==> src/rtl/sram_port_arbiter.sv <==
// Shares one SRAM-like request port between the inst and data requesters; data wins
// unless inst has been starved, and an in-order source FIFO steers each response back.
module sram_port_arbiter #(
  parameter int OUTST_DEPTH  = 4,
  parameter int STARVE_LIMIT = 8
) (
  input  logic        clk,
  input  logic        rst,
  // inst requester
  input  logic        i_req,
  input  logic        i_wr,
  input  logic [1:0]  i_size,
  input  logic [31:0] i_addr,
  input  logic [31:0] i_wdata,
  input  logic [3:0]  i_wstrb,
  output logic        i_addr_ok,
  output logic        i_data_ok,
  output logic [31:0] i_rdata,
  // data requester
  input  logic        d_req,
  input  logic        d_wr,
  input  logic [1:0]  d_size,
  input  logic [31:0] d_addr,
  input  logic [31:0] d_wdata,
  input  logic [3:0]  d_wstrb,
  output logic        d_addr_ok,
  output logic        d_data_ok,
  output logic [31:0] d_rdata,
  // downstream port
  output logic        m_req,
  output logic        m_wr,
  output logic [1:0]  m_size,
  output logic [31:0] m_addr,
  output logic [31:0] m_wdata,
  output logic [3:0]  m_wstrb,
  input  logic        m_addr_ok,
  input  logic        m_data_ok,
  input  logic [31:0] m_rdata,
  output logic        err_orphan
);

  localparam int AW = (OUTST_DEPTH > 1) ? $clog2(OUTST_DEPTH) : 1;
  localparam int SW = $clog2(STARVE_LIMIT + 1);
  localparam logic [AW:0]   DEPTH_C = (AW + 1)'(OUTST_DEPTH);
  localparam logic [SW-1:0] LIMIT_C = SW'(STARVE_LIMIT);

  typedef enum logic [1:0] {
    ST_IDLE   = 2'd0,
    ST_HOLD_I = 2'd1,
    ST_HOLD_D = 2'd2
  } state_t;

  state_t          r_state;
  logic [SW-1:0]   r_starve;
  logic [AW:0]     r_count;
  logic [AW-1:0]   r_wptr;
  logic [AW-1:0]   r_rptr;
  logic            r_src [OUTST_DEPTH];
  logic            r_orphan;

  logic w_full;
  logic w_empty;
  logic w_inst_urgent;
  logic w_grant_d;
  logic w_grant_i;
  logic w_sel_i;
  logic w_sel_d;
  logic w_push;
  logic w_pop;
  logic w_head;

  assign w_full  = (r_count == DEPTH_C);
  assign w_empty = (r_count == '0);

  // New grants only from IDLE and only with a free FIFO slot; a HOLD always finishes.
  assign w_inst_urgent = i_req && (r_starve == LIMIT_C);
  assign w_grant_d = !rst && (r_state == ST_IDLE) && !w_full && d_req && !w_inst_urgent;
  assign w_grant_i = !rst && (r_state == ST_IDLE) && !w_full && i_req && !w_grant_d;

  assign w_sel_i = w_grant_i || (r_state == ST_HOLD_I);
  assign w_sel_d = w_grant_d || (r_state == ST_HOLD_D);

  assign m_req   = w_sel_i || w_sel_d;
  assign m_wr    = w_sel_i ? i_wr    : d_wr;
  assign m_size  = w_sel_i ? i_size  : d_size;
  assign m_addr  = w_sel_i ? i_addr  : d_addr;
  assign m_wdata = w_sel_i ? i_wdata : d_wdata;
  assign m_wstrb = w_sel_i ? i_wstrb : d_wstrb;

  assign i_addr_ok = m_addr_ok && w_sel_i;
  assign d_addr_ok = m_addr_ok && w_sel_d;

  assign w_push = m_addr_ok && m_req;
  assign w_pop  = m_data_ok && !w_empty;
  assign w_head = r_src[r_rptr];

  assign i_data_ok = w_pop && !w_head;
  assign d_data_ok = w_pop && w_head;
  assign i_rdata   = i_data_ok ? m_rdata : '0;
  assign d_rdata   = d_data_ok ? m_rdata : '0;

  assign err_orphan = r_orphan;

  always_ff @(posedge clk or posedge rst) begin
    if (rst) begin
      r_state <= ST_IDLE;
    end else if (m_req && !m_addr_ok) begin
      r_state <= w_sel_i ? ST_HOLD_I : ST_HOLD_D;
    end else begin
      r_state <= ST_IDLE;
    end
  end

  // Counts cycles inst is left waiting behind a data grant.
  always_ff @(posedge clk or posedge rst) begin
    if (rst) begin
      r_starve <= '0;
    end else if (!i_req || i_addr_ok) begin
      r_starve <= '0;
    end else if (d_req && w_sel_d && (r_starve != LIMIT_C)) begin
      r_starve <= r_starve + 1'b1;
    end
  end

  always_ff @(posedge clk or posedge rst) begin
    if (rst) begin
      r_wptr <= '0;
      r_rptr <= '0;
      for (int k = 0; k < OUTST_DEPTH; k++) r_src[k] <= 1'b0;
    end else begin
      if (w_push) begin
        r_src[r_wptr] <= w_sel_d;
        r_wptr        <= r_wptr + 1'b1;
      end
      if (w_pop) begin
        r_rptr <= r_rptr + 1'b1;
      end
    end
  end

  always_ff @(posedge clk or posedge rst) begin
    if (rst) begin
      r_count <= '0;
    end else begin
      case ({w_push, w_pop})
        2'b10:   r_count <= r_count + 1'b1;
        2'b01:   r_count <= r_count - 1'b1;
        default: r_count <= r_count;
      endcase
    end
  end

  always_ff @(posedge clk or posedge rst) begin
    if (rst) begin
      r_orphan <= 1'b0;
    end else if (m_data_ok && w_empty) begin
      r_orphan <= 1'b1;
    end
  end

endmodule

==> config.mk <==
export PLATFORM = sky130hd
export DESIGN_NAME = sram_port_arbiter
export DESIGN_NICKNAME = d
export VERILOG_FILES = /design/src/rtl/sram_port_arbiter.sv
export SDC_FILE = /design/constraint.sdc
export NUM_CORES = 1
export LEC_CHECK = 0
export BUFFER_PORTS_ARGS = -buffer_cell sky130_fd_sc_hd__buf_2
export CAP_MARGIN = 20
export CORE_AREA = 4 4 124 126
export CTS_BUF_LIST = sky130_fd_sc_hd__clkbuf_4 sky130_fd_sc_hd__clkbuf_8
export CTS_CLUSTER_SIZE = 10
export DETAILED_ROUTE_END_ITERATION = 10
export DIE_AREA = 0 0 128 130
export SYNTH_ARGS = -nofsm -noshare
export SYNTH_HDL_FRONTEND = slang
export SYNTH_SLANG_ARGS = --single-unit
==> constraint.sdc <==
create_clock -name clk -period 3 [get_ports clk]
set_clock_uncertainty 0.2 [all_clocks]
set_input_delay 0.15 -clock clk [delete_from_list [all_inputs] [get_ports clk]]
set_output_delay 0.15 -clock clk [all_outputs]
set_load 0.02 [all_outputs]
**Yosys cells after proc, flatten, opt, wreduce, memory -nomap -nowiden**

Cells that the tools add are included.
W data, S select, Z words.

- Register bits: 18
- Input bits: 180
- Output and inout port bits: 141

- Add/subtract/negate cells: 5
- Order comparisons: 3
- Eq/ne operators: 7
- Mux-type cells: 18
- Bitwise operators: 2
- Reductions and logical operators: 34

Operator list:

| kind | number |
|---|---|
| $mux W32 | 4 |
| $logic_and A1 B1 Y1 | 18 |
| $mux W4 | 3 |
| $logic_not A1 Y1 | 8 |
| $ge A3 B3 Y1 const B | 2 |
| $mux W2 | 3 |
| $not A2 Y3 | 2 |
| $pmux W3 S2 | 1 |
| $add A2 B1 Y2 const B | 2 |
| $add A4 B1 Y4 const B | 1 |
| $bwmux W4 | 1 |
| $eq A2 B1 Y1 const B | 2 |
| $eq A2 B2 Y1 const B | 2 |
| $eq A4 B4 Y1 const B | 1 |
| $logic_or A1 B1 Y1 | 4 |
| $mux W1 | 4 |
| $ne A4 B4 Y1 const B | 1 |
| $reduce_bool A2 Y1 | 2 |
| $add A3 B1 Y3 const B | 1 |
| $eq A3 B3 Y1 const B | 1 |
| $logic_not A3 Y1 | 1 |
| $lt A3 B1 Y1 const B | 1 |
| $sub A3 B1 Y3 const B | 1 |
| $bmux W1 S2 | 1 |
| other kinds (2) | 2 |

**Depth between registers and ports, before layout**

- Depth after elaboration: 12
- Mapped depth: 10
- Depth with buffers taken out: 9

**Worst setup path before layout**

OpenSTA, ideal clock, no wires.

- Kind: reg-to-reg
- Start: register r_count[2]
- End: register r_count[2]
- Arrival time: 2.583 ns
- Required time: 2.675 ns
- Setup slack: 0.092 ns
- Cell stages (with the launch flop): 10
- Clock period less this slack: 2.908 ns
- Cells stage by stage: dfrtp_1 -> nor3b_2 -> o41ai_1 -> nand2_1 -> ha_1 -> inv_1 -> fa_1 -> xor2_1 -> nor2_1 -> xor2_1

- Word-level cells in the longest chain between the ends: 12
- Elaborated cells on any way between the ends: 21
- Classes of those cells: add/sub (2); eq/ne (3); mux (1); reduce/logical (15)

Ends and longest elaborated chain:

| what | RTL line | text |
|---|---|---|
| from (decl) | 55 | `logic [AW:0] r_count;` |
| from (signal assigned) | 146 | `2'b10: r_count <= r_count + 1'b1;` |
| from (signal assigned) | 147 | `2'b01: r_count <= r_count - 1'b1;` |
| from (signal assigned) | 148 | `default: r_count <= r_count;` |
| $eq A3 B3 Y1 * | 72 | `assign w_full = (r_count == DEPTH_C);` |
| $logic_not A1 Y1 * | 77, 78 |  |
| $logic_and A1 B1 Y1 * | 77, 78 |  |
| $logic_and A1 B1 Y1 (2 in a row) | 77 | `assign w_grant_d = !rst && (r_state == ST_IDLE) && !w_full && d_req && !w_inst_urgent;` |
| $logic_not A1 Y1 | 78 | `assign w_grant_i = !rst && (r_state == ST_IDLE) && !w_full && i_req && !w_grant_d;` |
| $logic_and A1 B1 Y1 | 78 |  |
| $logic_or A1 B1 Y1 | 80 | `assign w_sel_i = w_grant_i \|\| (r_state == ST_HOLD_I);` |
| $logic_or A1 B1 Y1 * | 83 | `assign m_req = w_sel_i \|\| w_sel_d;` |
| via m_req | 30 | `output logic m_req,` |
| $logic_and A1 B1 Y1 * | 93 | `assign w_push = m_addr_ok && m_req;` |
| $eq A2 B1 Y1 / $eq A2 B2 Y1 (equally long branches) | 145 | `case ({w_push, w_pop})` |
| $pmux W3 S2 / $reduce_bool A2 Y1 (equally long branches) | - |  |

Mark *: on every way through the listed nets, which the timed path passes. The rest lies on a longest branch.
A chain may end at the register's enable or synchronous reset.

**Final worst setup path**

- Start: register r_starve[0]
- End: output m_wdata[2]

- Word-level cells in the longest chain between the ends: 8

Ends and longest elaborated chain:

| what | RTL line | text |
|---|---|---|
| from (decl) | 54 | `logic [SW-1:0] r_starve;` |
| from (signal assigned) | 121 | `r_starve <= r_starve + 1'b1;` |
| $eq A4 B4 Y1 | 76 | `assign w_inst_urgent = i_req && (r_starve == LIMIT_C);` |
| $logic_and A1 B1 Y1 | 76 |  |
| $logic_not A1 Y1 | 77 |  |
| $logic_and A1 B1 Y1 | 77 |  |
| $logic_not A1 Y1 | 78 |  |
| $logic_and A1 B1 Y1 | 78 |  |
| $logic_or A1 B1 Y1 | 80 |  |
| $mux W32 | 87 | `assign m_wdata = w_sel_i ? i_wdata : d_wdata;` |
| to (decl) | 34 | `output logic [31:0] m_wdata,` |

Every way passes these cells.

==> impl_metrics.ini <==
[run_status]
status = finished clean

[hold_path]
min_path_type = input port to flop

[route]
drt_first_iter_violations = 75
avgViaCountPerCell = 4.102
finalWirelength_mm = 12.63
drcViolationCount = 0
firstDrtPassIters = 4
vias = 3093
ant_nets = 0
wl_per_cell_um = 16.75

[final_layout]
layout-drive-gt1-share_pct = 73.29
fin_util_pct = 31.64
final_nets = 759
final_cell_mix = buf_2, mux2_4, and2_1
area_growth_pct = 66.90
num-fill-cells = 1542
final_common_cell = buf_2
fin_area_mm2 = 0.004529

[synthesis]
yosysTopAreaCell = mux2_4
synth_cells = 250
synthFlopType = dfrtp_1
synth_enable_flop_cells = 0
synth_nets = 438
syn_area_per_cell_um2 = 10.86
synthArstFlopShare_pct = 100.0
synthTopCellsByArea = mux2_4, dfrtp_1, and2_1, and3_1, buf_12
synth_seq_area_share_pct = 16.60
yosysUniqueCellTypes = 41
yosys.area.top_type_share_pct = 37.62
netlist_area_mm2 = 0.002714
synth_seq_cells = 18
yosysWarnings = 0

[clocking]
clkTransAtPathRegs_ns = 0.06
cts-htree-levels = 1
cts_tree = done
numCtsBuffers = 3
cts_resized = 0
cts_setup_buffers = 0
cts-root-buf = clkbuf_8
clock_latency_ns = 0.24
clock_sinks = 18
cts_max_path_buffers = 2

[pwr]
peakVddDrop_mv = 0.3469
pwr_density_cell_mw_per_mm2 = 565.9
leakagePower_nw = 2.823

[critical_path]
critPathArrivalTime_ns = 2.41
crit_required_ns = 2.65
crit_type = flop to output pin
critPathMaxFanout = 34
start_kind = flop
end_kind = output pin

[global_routing]
track_usage_pct = 13.31
grt.overflow.total = 0
grt_pass1_wl_mm = 17.51
grt_pass1_vias = 2886
grt_max_degree = 35
antenna_found_initial = 2

[floorplan]
core_area_mm2 = 0.01431
row_count = 44
die_area_mm2 = 0.01664
dieWidth_um = 128
fp.dieH_um = 130
ios = 321
initial_core_util_pct = 18.96

[place]
routabilityCongestion = 0.8025
pre_cts_ws_ns = 0.4948
placed_cell_area_mm2 = 0.004466
port_buffers = 320
dpl.hpwl_mm = 11.20

[timing]
hold_viol_final = 0
setup_viol = 0
max_freq_ghz = 0.3624
fin_setup_tns_ns = 0
final_max_slew_viol_count = 0
finalCritPeriodShare_pct = 91.98
period_minus_slack_ns = 2.759
rsz0062_at_grt = false
slew_headroom_pct = 58.89
fin_ws_ns = 0.2406
tightestPinTransition_ns = 0.6153

[run]
max-cap-violations = 0
==> synth_stat cells, drive strengths merged (2+ instances only) <==
cell type  instances
mux2              72
and2              33
and3              32
dfrtp             18
inv               10
buf                9
clkbuf             9
ha                 7
a21oi              5
nand2              5
xnor2              5
a22o               4
nor2               4
o211ai             4
o21ai              4
nor2b              3
a21o               2
nand2b             2
nor3b              2
or3b               2
xor2               2
==> report_power, final <==
part	switching [W]	internal, W	total (W)
combinational	0.00114	0.000847	0.00199
sequential	0.0000818	0.000331	0.000413
clock	0.0000710	0.0000888	0.000160
total	0.00130	0.00127	0.00256
==> worst max-delay path, cell delays in order (launching register included) <==
cell and delay [ns]:
dfrtp_1 0.42, inv_1 0.07, ha_1 0.20, nand3b_4 0.10, a2111oi_4 0.43, o21bai_4 0.18, buf_12 0.23, mux2_4 0.33
buf_2 0.18
==> cell families (layout without fill, tap and decap cells) <==
kind of cell | Yosys count | in the layout | share of synthesized area, %
AOI/OAI and AO/OA | 26 | 26 | 7.561
xor gates and xnor gates | 7 | 7 | 2.259
adders and majority gates | 8 | 8 | 3.965
buffers and inverters | 28 | 347 | 8.391
DFF | 18 | 18 | 16.60
muxes | 73 | 73 | 40.11
other | 0 | 1 | 0
and+or+nand+nor | 90 | 90 | 21.12
==> final cells by class <==
type	count	area, µm²	area share [%]
clock buffers	3	41.29	0.9116
multi-input cells	204	2043	45.11
diodes	1	2.502	0.05525
repair buffers	334	1724	38.07
inverters	10	37.54	0.8287
flip-flops and latches	18	450.4	9.945
well taps	184	230.2	5.083
==> layer usage <==
layer / up-vias / global-route usage, % / share of wire (%)
met2: 125 / 24.86 / 53
met4: 0 / 2.122 / 1.3
met1: 1424 / 16.02 / 37
met5: - / 0 / 0
met3: 8 / 2.702 / 8.0
li1: 1536 / - / -
==> flip-flops by register name (all words and copies together), names as in the netlist <==
signal / count
r_count: 3
r_starve: 4
r_wptr: 2
err_orphan: 1
r_src: 4
r_state: 2
r_rptr: 2
==> timing repair <==
item | 4_1_cts | 5_1_grt
endpoints found under the hold margin | 7 | 0
setup endpoints to repair | 0 | 0
hold buffers | 2 | 0
==> path summary, 6_finish.rpt <==
check                                        start                       to  slack [ns]  cells past startpoint
max                        r_starve[0]$_DFFE_PP0P_               m_wdata[2]        0.24                      8
min in group asynchronous                      rst  r_starve[3]$_DFFE_PP0P_        0.26                      3
max in group asynchronous                      rst    r_rptr[0]$_DFFE_PP0P_        1.86                      4
max reg2reg                 r_count[1]$_DFFE_PP0P_   r_count[2]$_DFFE_PP0P_        0.54                     10
min reg2reg                 err_orphan$_DFFE_PP0P_   err_orphan$_DFFE_PP0P_        0.26                      1
min                                      m_addr_ok     r_state[0]$_DFF_PP0_        0.02                      3
==> per-stage QoR <==
stage | hold WS, ns | std cells | total power, W
floorplan | -0.08645 | 250 | 0.001785
global placement | -0.03554 | 748 | 0.002417
detailed placement | -0.04584 | 748 | 0.002421
CTS | 0.01461 | 753 | 0.002595
global route | 0.06673 | 754 | 0.002751
finish | 0.02015 | 754 | 0.002563
No activity file was read; power rests on OpenSTA's default activity.
